File: src/rtl/matrix_cmd_sequencer.sv
// Purpose: queues host matrix commands and sequences them one at a time onto the CPU enable/done handshake.
// Latency: a command pushed into an idle, empty queue at edge N raises CPUEnable after edge N+1.
// Backpressure: CmdReady drops while DEPTH commands are queued; illegal opcodes handshake but are dropped.
// Optional feature: define SEQ_TIMEOUT_EN to add the WAIT-state watchdog that drives Timeout.
module matrix_cmd_sequencer #(
  parameter int DEPTH          = 4,
  parameter int ENABLE_CYCLES  = 10,
  parameter int TIMEOUT_CYCLES = 255
) (
  input  logic                    Clock,
  input  logic                    Reset,
  input  logic                    CmdValid,
  output logic                    CmdReady,
  input  logic [2:0]              CmdOp,
  input  logic [31:0]             CmdAddr1,
  input  logic [31:0]             CmdAddr2,
  output logic [2:0]              OperationOut,
  output logic [31:0]             Address1Out,
  output logic [31:0]             Address2Out,
  output logic                    CPUEnable,
  input  logic                    CPUDone,
  input  logic                    ErrorClear,
  output logic                    Busy,
  output logic                    OpDone,
  output logic [$clog2(DEPTH):0]  QueueCount,
  output logic                    ErrorFlag,
  output logic                    Timeout
);

  localparam int PTR_W = $clog2(DEPTH);
  localparam int CNT_W = PTR_W + 1;
  localparam int EN_W  = $clog2(ENABLE_CYCLES + 1);

  localparam logic [CNT_W-1:0] CNT_ONE = 1;
  localparam logic [CNT_W-1:0] DEPTH_C = CNT_W'(DEPTH);
  localparam logic [PTR_W-1:0] PTR_ONE = 1;
  localparam logic [EN_W-1:0]  EN_ONE  = 1;
  localparam logic [EN_W-1:0]  EN_LAST = EN_W'(ENABLE_CYCLES - 1);

  // Reject configurations the queue and counters are not built for.
  if (DEPTH < 2 || DEPTH > 16 || (DEPTH & (DEPTH - 1)) != 0) begin : g_bad_depth
    $error("matrix_cmd_sequencer: DEPTH must be a power of two in 2..16");
  end
  if (ENABLE_CYCLES < 1 || TIMEOUT_CYCLES < 1) begin : g_bad_cycles
    $error("matrix_cmd_sequencer: ENABLE_CYCLES and TIMEOUT_CYCLES must be >= 1");
  end

  typedef enum logic [1:0] {
    IDLE  = 2'd0,
    ISSUE = 2'd1,
    WAIT  = 2'd2,
    DONE  = 2'd3
  } state_t;

  state_t state;

  logic [2:0]       q_op [DEPTH];
  logic [31:0]      q_a1 [DEPTH];
  logic [31:0]      q_a2 [DEPTH];
  logic [PTR_W-1:0] wr_ptr;
  logic [PTR_W-1:0] rd_ptr;
  logic [CNT_W-1:0] count;
  logic [EN_W-1:0]  en_cnt;
  logic             done_prev;

  logic cmd_fire;
  logic cmd_illegal;
  logic cmd_push;
  logic cmd_pop;
  logic done_rise;

  assign CmdReady    = (count < DEPTH_C);
  assign cmd_fire    = CmdValid && CmdReady;
  assign cmd_illegal = cmd_fire && ((CmdOp == 3'b000) || (CmdOp == 3'b111));
  assign cmd_push    = cmd_fire && !cmd_illegal;
  assign cmd_pop     = (state == IDLE) && (count != '0);
  assign done_rise   = CPUDone && !done_prev;
  assign QueueCount  = count;
  assign Busy        = (state != IDLE);

  // Queue storage carries no reset: only entries below count are ever read.
  always_ff @(posedge Clock) begin
    if (cmd_push) begin
      q_op[wr_ptr] <= CmdOp;
      q_a1[wr_ptr] <= CmdAddr1;
      q_a2[wr_ptr] <= CmdAddr2;
    end
  end

  // Pointers wrap naturally because DEPTH is a power of two; push+pop leaves count alone.
  always_ff @(posedge Clock or negedge Reset) begin
    if (!Reset) begin
      wr_ptr <= '0;
      rd_ptr <= '0;
      count  <= '0;
    end else begin
      if (cmd_push) wr_ptr <= wr_ptr + PTR_ONE;
      if (cmd_pop)  rd_ptr <= rd_ptr + PTR_ONE;
      unique case ({cmd_push, cmd_pop})
        2'b10:   count <= count + CNT_ONE;
        2'b01:   count <= count - CNT_ONE;
        default: count <= count;
      endcase
    end
  end

  // Sticky illegal-op flag; a new illegal push beats a simultaneous clear.
  always_ff @(posedge Clock or negedge Reset) begin
    if (!Reset) begin
      ErrorFlag <= 1'b0;
    end else if (cmd_illegal) begin
      ErrorFlag <= 1'b1;
    end else if (ErrorClear) begin
      ErrorFlag <= 1'b0;
    end
  end

  // Previous CPUDone sample, tracked in every state so a level held over from
  // an earlier command never looks like a fresh completion.
  always_ff @(posedge Clock or negedge Reset) begin
    if (!Reset) begin
      done_prev <= 1'b0;
    end else begin
      done_prev <= CPUDone;
    end
  end

`ifdef SEQ_TIMEOUT_EN
  localparam int WD_W = $clog2(TIMEOUT_CYCLES + 1);
  localparam logic [WD_W-1:0] WD_ONE  = 1;
  localparam logic [WD_W-1:0] WD_LAST = WD_W'(TIMEOUT_CYCLES - 1);
  logic [WD_W-1:0] wd_cnt;
`else
  assign Timeout = 1'b0;
`endif

  // Command FSM: pop and register the head, hold enable, wait for a done edge, pulse OpDone.
  always_ff @(posedge Clock or negedge Reset) begin
    if (!Reset) begin
      state        <= IDLE;
      en_cnt       <= '0;
      CPUEnable    <= 1'b0;
      OpDone       <= 1'b0;
      OperationOut <= 3'b000;
      Address1Out  <= '0;
      Address2Out  <= '0;
`ifdef SEQ_TIMEOUT_EN
      wd_cnt       <= '0;
      Timeout      <= 1'b0;
`endif
    end else begin
      OpDone <= 1'b0;
      unique case (state)
        IDLE: begin
          if (cmd_pop) begin
            OperationOut <= q_op[rd_ptr];
            Address1Out  <= q_a1[rd_ptr];
            Address2Out  <= q_a2[rd_ptr];
            CPUEnable    <= 1'b1;
            en_cnt       <= '0;
            state        <= ISSUE;
          end
        end
        ISSUE: begin
          if (en_cnt == EN_LAST) begin
            CPUEnable <= 1'b0;
            state     <= WAIT;
`ifdef SEQ_TIMEOUT_EN
            wd_cnt    <= '0;
`endif
          end else begin
            en_cnt <= en_cnt + EN_ONE;
          end
        end
        WAIT: begin
          if (done_rise) begin
            OpDone <= 1'b1;
            state  <= DONE;
          end
`ifdef SEQ_TIMEOUT_EN
          else if (wd_cnt == WD_LAST) begin
            Timeout <= 1'b1;
            state   <= IDLE;
          end else begin
            wd_cnt <= wd_cnt + WD_ONE;
          end
`endif
        end
        DONE: begin
          state <= IDLE;
        end
        default: begin
          state <= IDLE;
        end
      endcase
    end
  end

endmodule
File: config.mk
export PLATFORM = sky130hd
export DESIGN_NAME = matrix_cmd_sequencer
export DESIGN_NICKNAME = d
export VERILOG_FILES = /design/src/rtl/matrix_cmd_sequencer.sv
export SDC_FILE = /design/constraint.sdc
export NUM_CORES = 1
export LEC_CHECK = 0
export BUFFER_PORTS_ARGS = -buffer_cell sky130_fd_sc_hd__buf_2
export CORE_AREA = 2 2 215 217
export CTS_CLUSTER_SIZE = 12
export DETAILED_ROUTE_END_ITERATION = 16
export DIE_AREA = 0 0 217 219
export PLACE_DENSITY = 0.44
export RECOVER_POWER = 50
export SETUP_SLACK_MARGIN = 0.5
export SYNTH_ARGS = -nofsm -noshare
export SYNTH_HDL_FRONTEND = slang
export SYNTH_SLANG_ARGS = --single-unit
File: constraint.sdc
create_clock -name Clock -period 10.8 [get_ports Clock]
set_clock_uncertainty 0.2 [all_clocks]
set_input_delay 1.08 -clock Clock [delete_from_list [all_inputs] [get_ports Clock]]
set_output_delay 1.08 -clock Clock [all_outputs]
set_load 0.02 [all_outputs]
Word level (Yosys, flattened, before mapping)

Memory sizes are Yosys's and may differ from the RTL's. A register that Yosys moved wholly into a read port is not among the register bits.
Cells that the tools add are included.

Memories: 3
Register bits: 17
Logic and storage cells: 68
Memory bits (writable): 268
Bits in latches: 0
Bits in read-only memories: 0

Bitwise gates (word level): 0
Divide/modulo/power cells: 0
Eq/ne operators: 11
Shifts and indexed selects: 0
Multiply operators: 0
Add/sub/neg operators: 5
Muxes and demuxes: 17
Magnitude comparators: 1
Reductions and logical operators: 22

Memory list:

| name | depth | width | rd ports | clocked after Yosys merged registers in | write ports | line | RTL |
|---|---|---|---|---|---|---|---|
| q_a1 | 4     | 32    | 1        | 1                                       | 1           | 58   | `logic [31:0] q_a1 [DEPTH];` |
| q_a2 | 4     | 32    | 1        | 1                                       | 1           | 59   | `logic [31:0] q_a2 [DEPTH];` |
| q_op | 4     | 3     | 1        | 1                                       | 1           | 57   | `logic [2:0] q_op [DEPTH];` |

Operator list:

| kind                                              | number |
|---|---|
| AND reduction 3 bit                               | 3 |
| two-way mux 1 bit                                 | 8 |
| two-way mux 4 bit                                 | 2 |
| != test 2 bit (second input constant)             | 4 |
| case mux 2 bit (4 select lines)                   | 1 |
| case mux 4 bit (2 select lines)                   | 1 |
| nonzero test 2 bit                                | 4 |
| == test 2 bit (second input constant)             | 3 |
| two-way mux 2 bit                                 | 3 |
| case mux 3 bit (2 select lines)                   | 1 |
| logical AND 1 bit                                 | 5 |
| logical NOT 1 bit                                 | 5 |
| adder 2 x 1 -> 2 bit (second input constant)      | 2 |
| adder 4 x 1 -> 4 bit (second input constant)      | 1 |
| == test 2 x 1 -> 1 bit (second input constant)    | 2 |
| == test 4 bit (second input constant)             | 1 |
| adder 3 x 1 -> 3 bit (second input constant)      | 1 |
| == test 3 bit (second input constant)             | 1 |
| logical NOT 3 bit                                 | 1 |
| < comparator 3 bit (second input constant)        | 1 |
| nonzero test 3 bit                                | 1 |
| subtractor 3 x 1 -> 3 bit (second input constant) | 1 |
| logical NOT 2 bit                                 | 1 |
| case mux 1 bit (2 select lines)                   | 1 |
| other kinds (2)                                   | 2 |

Logic depth before layout (Yosys ltp)

Gate-level depths: netlist of run 1.

Depth after elaboration: 7
Mapped depth: 11
Depth with buffers taken out: 9

Worst setup path before layout of run 1

No wires, ideal clock.

Path type: in2reg
Start point: input CmdOp[2]
End point: memory q_a1[0][0], enable pin
Required time: 10.168 ns
Slack: 6.593 ns
Setup time: 0.432 ns
Stages: 3
Arrival time: 3.575 ns
Path through: and3_1 > nor4_1 > and2_1

Longest elaborated chain between the ends: 7
Elaborated cells on any way between the ends: 8
Classes of those cells: eq/ne (1); mux (2); reduce/logical (5)

Ends and longest elaborated chain:

| element                                            | line | RTL |
|---|---|---|
| from (decl)                                        | 14   | `input logic [2:0] CmdOp,` |
| == test 3 bit or logical NOT 3 bit (tied branches) | 74   | `assign cmd_illegal = cmd_fire && ((CmdOp == 3'b000) \|\| (CmdOp == 3'b111));` |
| logical OR 1 bit *                                 | 74   |  |
| logical AND 1 bit *                                | 74   |  |
| logical NOT 1 bit *                                | 75   | `assign cmd_push = cmd_fire && !cmd_illegal;` |
| logical AND 1 bit *                                | 75   |  |
| two-way mux 1 bit *                                | 83   | `if (cmd_push) begin` |
| two-way mux 1 bit (implied by the code) *          | 85   | `q_a1[wr_ptr] <= CmdAddr1;` |
| to (decl)                                          | 58   |  |

Mark *: on every way between the ends. The rest lies on a longest branch, timed or not.

==> results of run 1 <==
[metal layers]
metal	part of all wire, %	GRT usage, %
met5	0.15	0
met4	2.1	3.379
met3	5.2	3.063
met2	49	19.91
met1	44	15.60
[per-stage QoR]
step	total power, uW	util (%)	hold slack (ps)	area [um2]
final	4714	35.35	296.7	15940
after global routing	4975	35.35	311.6	15940
after CTS	4806	35.68	309.0	16090
after detailed placement	3460	32.78	292.8	14780
after global placement	3420	32.78	289.0	14780
after floorplan	3042	-	274.1	13440
[final timing paths]
check | startpoint | slack [ps] | depth (start not counted) | to
hold / removal | Address2Out[6]$_DFFE_PN0P_ | 300 | 1 | Address2Out[6]$_DFFE_PN0P_
hold reg to reg | Address2Out[6]$_DFFE_PN0P_ | 300 | 1 | Address2Out[6]$_DFFE_PN0P_
setup reg to reg | state[1]$_DFFE_PN0P_ | 6340 | 6 | rd_ptr[1]$_DFFE_PN0P_
setup / recovery | Reset | 5410 | 2 | rd_ptr[0]$_DFFE_PN0P_
min in group asynchronous | Reset | 970 | 1 | Address2Out[2]$_DFFE_PN0P_
max in group Clock | state[1]$_DFFE_PN0P_ | 6340 | 6 | rd_ptr[1]$_DFFE_PN0P_
[placed cells by master, fill, tap and decap left out, types with 5 or more instances in the layout]
cell       netlist  final
buf_2            9     61
clkbuf_1         6    100
clkbuf_16        0     40
clkbuf_8         0     10
dfrtp_1         84     83
edfxtp_1       268    268
ha_1            10     10
inv_1           15     15
mux2_1           0      7
mux2_4          67     60
mux4_2          67     67
nand2_1          8      8
nand3_1          5      5
nor2_1           6      6
o21ai_0          9      9
[cell usage after synthesis (2+ instances only)]
cell type,count
xnor2_1,4
nand2_1,8
a21oi_1,2
buf_2,9
nor2_1,6
dfrtp_1,84
clkbuf_1,6
o21ai_0,9
ha_1,10
xor2_1,2
edfxtp_1,268
nand3_1,5
mux2_4,67
nand2b_1,2
buf_4,2
buf_6,9
mux4_2,67
and2_1,5
inv_1,15
[flip-flops by register name, indices dropped and copies added, names as in the netlist, 2 cells and up]
name          count
q_a1            128
rd_ptr            2
OperationOut      3
state             2
q_a2            128
QueueCount        3
Address1Out      32
q_op             12
wr_ptr            2
Address2Out      32
en_cnt            4
[cell type report]
type	count	area [um2]
tap	600	750.7
clock buffer	63	1187
timing repair buffer	150	646.9
sequential	352	10150
multi-input combinational	207	3023
clock inverter	10	121.4
fill	4267	29150
inverter	15	56.30
[cells by family (layout without fill, tap and decap cells)]
kind of cell    after synthesis  in the layout  share of synthesized area, %
buf+inv                      41            238                         1.788
simple gates                 35             35                         1.453
flops                       352            352                         75.54
mux                         135            135                         18.79
fa+ha+maj                    11             11                         1.080
compound gates               19             19                        0.9220
other cells                   1              1                       0.02791
xor+xnor                      6              6                        0.3911
[power by group through the flow]
stage / logic, uW / clock network [uW] / registers [uW]
global route: 1550 / 1420 / 2010
CTS: 1470 / 1360 / 1980
global placement: 1430 / 0 / 1990
detailed placement: 1460 / 0 / 2000
floorplan: 1000 / 0 / 2040
finish: 1430 / 1320 / 1960
==> out/metrics.yaml, run 1 <==
final_layout:
  area_growth_pct: 18.63
  fin_cells: 1397
  antennaDiodeCount: 0
  nNetsFinal: 849
  drive_gt1_share_pct: 32.25
power:
  p_seq_share_pct: 41.6
  clockPowerShare_pct: 28.0
  p_sw_share_pct: 29.96
  power_frac_comb_pct: 30.4
  power_report.internal_total_uw: 3302
  worst_ir_drop_vdd_v: 0.0001326
  power_density_mw_per_mm2: 295.7
  p_sw_uw: 1412
  leakage_uw: 0.005595
route:
  drt-total-wl_um: 28090
  viasPerCell: 4.390
  vias: 6133
  route.detailed.drc: 0
  wire_per_inst_um: 20.10
  drtAntennaViolNets: 0
  initialDrtViolationCount: 369
  firstDrtPassIters: 4
critical_path:
  path_buf_inv: 2
  critical_path.endpoint_type: "async pin"
  max_stage_delay_ps: 2170
  cpMaxStageDelayCell: "clkbuf_1"
  cp_common_cell: "clkbuf_1"
  path_class: "input port to async pin"
  worstPathRequired_ps: 10180
  path_delay_family: "buffers and inverters"
  start_kind: "input port"
  crit_fanout: 50
  crit_arrival_ps: 4770
  cp_cell_sequence: "clkbuf_1 > clkbuf_1"
clock_tree:
  cts_buffers: 40
  cts_root_buf: "clkbuf_16"
  hold_buffers: 0
  post-cts-setup-buffers: 0
  path_clk_slew_ps: 50
  cts-resized-gates: 0
  clockBufferDepth: 3
  clock_sinks: 352
  htree_levels: 2
  cts_tree: "done"
  worst_skew_pair.late_latency_ps: 530
grt:
  antenna_found_initial: 3
  grt_usage_pct: 12.00
  first_global_vias: 6798
  grt_max_degree: 69
  grt_overflow: 0
  grt_first_pass_wirelength_um: 42720
timing:
  rsz0062_at_grt: "false"
  min_period_over_period_pct: 49.91
  max_slew_margin_pct: -125.8
  min_period_ps: 5391
  timing.fmax_mhz: 185.5
  fin_setup_tns_ps: 0
  setup_viol: 0
  hold_violations: 0
  tightest_slew_ps: 3388
  setup_ws_ps: 5409
  drv_slew: 183
logic_synthesis:
  synth-seq-cells: 352
  synthCells: 600
  synthTopCellsByArea: "edfxtp_1, dfrtp_1, mux4_2"
  synth_top_area_share_pct: 59.90
  synthArstFlopShare_pct: 23.86
  synth_flop_cell: "edfxtp_1"
  yosysTopAreaCell: "edfxtp_1"
  yosysUniqueCellTypes: 39
  syn_area_mm2: 0.01344
  yosysSeqAreaShare_pct: 75.54
  synth_edf_count: 268
  ys_warn_count: 0
  postSynthAreaPerCell_um2: 22.39
  synth_nets: 683
outcome:
  violations: "capacitance limit, slew limit"
  outcome: "finished, violations left"
worst_hold_path:
  hold_class: "register to register"
die:
  rows: 78
  initial_utilization_pct: 29.80
  io_pins: 148
  fp.dieW_um: 217
  die_area_mm2: 0.04752
  core_area_mm2: 0.04509
  fp.dieH_um: 219
placement:
  placedCellCount: 1323
  dp_slack_ps: 6596
  dp_hpwl_um: 16930
  port-buffer-count: 146
  place.gp.congestion: 0.7410
flow_run:
  cap_viol_max_count: 4
(Power assumes the default switching activity.)
==> run 2, diff against run 1 <==
--- a/config.mk
+++ b/config.mk
@@ -10,7 +10,7 @@
 export CTS_CLUSTER_SIZE = 12
 export DETAILED_ROUTE_END_ITERATION = 16
 export DIE_AREA = 0 0 217 219
-export PLACE_DENSITY = 0.44
+export PLACE_DENSITY = 0.46
 export RECOVER_POWER = 50
 export SETUP_SLACK_MARGIN = 0.5
 export SYNTH_ARGS = -nofsm -noshare
==> constraint.sdc (replaced) <==
create_clock -name Clock -period 4.55 [get_ports Clock]
set_clock_uncertainty 0.2 [all_clocks]
set_input_delay 0.455 -clock Clock [delete_from_list [all_inputs] [get_ports Clock]]
set_output_delay 0.455 -clock Clock [all_outputs]
set_load 0.02 [all_outputs]
==> out/metrics.yaml, run 2 (synthesized netlist as in run 1, its figures left out) <==
grt:
  antenna_found_initial: 1
  grt_max_degree: 46
  grt_first_pass_wirelength_um: 43800
  grt_usage_pct: 12.37
  first_global_vias: 7029
  grt_overflow: 0
timing:
  rsz0062_at_grt: "false"
  worst_hold_slack_ps: 37.25
  setup_viol: 0
  timing.fmax_mhz: 354.8
  min_period_ps: 2819
  drv_slew: 0
  fin_setup_tns_ps: 0
  max_slew_margin_pct: 34.94
  setup_ws_ps: 1731
  min_period_over_period_pct: 61.95
  hold_violations: 0
  tightest_slew_ps: 976.0
final_layout:
  final_util_pct: 37.31
  drive_gt1_share_pct: 29.37
  top_regs: "q_a1: 128 flops, q_a2: 128 flops"
  antennaDiodeCount: 0
  layout_commonest_cell: "edfxtp_1"
  fin_cells: 1475
  nNetsFinal: 926
  fill_cells: 4241
  area_growth_pct: 25.22
  final_cell_mix: "edfxtp_1, clkbuf_1, dfrtp_1"
route:
  wire_per_inst_um: 19.49
  drtAntennaViolNets: 0
  route.detailed.drc: 0
  drt-total-wl_um: 28750
  firstDrtPassIters: 4
  viasPerCell: 4.334
  vias: 6393
  initialDrtViolationCount: 354
outcome:
  outcome: "finished clean"
critical_path:
  path_class: "input port to register"
  crit_arrival_ps: 2840
  max_stage_delay_ps: 560
  path_buf_inv: 4
  crit_fanout: 34
  cpMaxStageDelayCell: "dlygate4sd3_1"
  worstPathRequired_ps: 4570
  cp_cell_sequence: "dlygate4sd3_1 > clkbuf_1 > and3_1 > nor4_1 > buf_4 > and2_4 > buf_12"
  critical_path.endpoint_type: "register"
  path_delay_family: "buffers and inverters"
  start_kind: "input port"
clock_tree:
  path_clk_slew_ps: 50
  clockBufferDepth: 3
  cts_root_buf: "clkbuf_16"
  htree_levels: 2
  cts_buffers: 40
  worst_skew_pair.late_latency_ps: 550
  clock_sinks: 352
  cts_tree: "done"
  post-cts-setup-buffers: 0
flow_run:
  cap_viol_max_count: 0
die:
  fp.dieH_um: 219
  initial_utilization_pct: 29.80
  core_area_mm2: 0.04509
  fp.dieW_um: 217
  die_area_mm2: 0.04752
  rows: 78
  io_pins: 148
power:
  power_density_mw_per_mm2: 674.8
  worst_ir_drop_vdd_v: 0.0002901
  leakage_uw: 0.005934
placement:
  dp_hpwl_um: 15970
  place.gp.congestion: 0.6770
  placedCellCount: 1331
  port-buffer-count: 146
  dp_slack_ps: 1729
worst_hold_path:
  hold_class: "input port to register"
run 2: cell types whose count changed in the layout (fill, tap and decap cells not counted), moves of 2 or more:
cell	change
mux2_1	-7
dlygate4sd3_1	+70
buf_12	+6
buf_4	+4
clkbuf_1	+17
clkinvlp_4	+2
mux2_4	+7
clkbuf_8	-7
buf_2	-18
bufinv_16	+3
run 2: worst paths after layout:
| path | from | end | slack [ps] | depth (start not counted) |
|---|---|---|---|---|
| min in group asynchronous | Reset | Address2Out[5]$_DFFE_PN0P_ | 280 | 2 |
| setup reg to reg | state[1]$_DFFE_PN0P_ | Address2Out[27]$_DFFE_PN0P_ | 2060 | 5 |
| setup / recovery | CmdOp[2] | q_a1[3][13]$_DFFE_PP_ | 1730 | 7 |
| hold / removal | CmdValid | ErrorFlag$_DFFE_PN0P_ | 40 | 3 |
| hold reg to reg | Address2Out[31]$_DFFE_PN0P_ | Address2Out[31]$_DFFE_PN0P_ | 310 | 1 |
| max in group asynchronous | Reset | Address1Out[18]$_DFFE_PN0P_ | 3120 | 3 |
run 2: per-stage QoR:
stage | area [um2] | total power (uW)
4_1_cts | 16950 | 11640
2_1_floorplan | 13440 | 7220
6_report | 16820 | 11350
3_5_place_dp | 14910 | 8236
3_3_place_gp | 14910 | 8227
5_1_grt | 16820 | 11970
run 2: layout make-up:
class / instances / area [um2] / area share, %
Multi-Input combinational cell: 207 / 3058 / 18.18
Clock inverter: 15 / 214.0 / 1.272
Sequential cell: 352 / 10160 / 60.37
Timing Repair Buffer: 227 / 1464 / 8.701
Inverter: 15 / 56.30 / 0.3347
Clock buffer: 59 / 1124 / 6.679
Tap cell: 600 / 750.7 / 4.462
run 2: where the power goes:
part,switching (uW),internal (uW)
Clock,1280,2000
Sequential,439,4140
Combinational,1690,1790
run 2: repair_timing:
item,in CTS,in global routing
resized for setup,0,0
hold buffers,70,0
endpoints found under the hold margin,310,0
run 2: layer usage:
metal / vias to the layer above / wire, um / track usage [%]
met3: 48 / 1565 / 3.631
met5: - / 13 / 0
met1: 3308 / 12780 / 16.30
met2: 145 / 13780 / 19.85
li1: 2890 / - / -
met4: 2 / 607 / 3.607
run 2: worst min-delay path, stage by stage:
cell and delay (ps):
buf_2 90, inv_1 90, o32ai_1 100
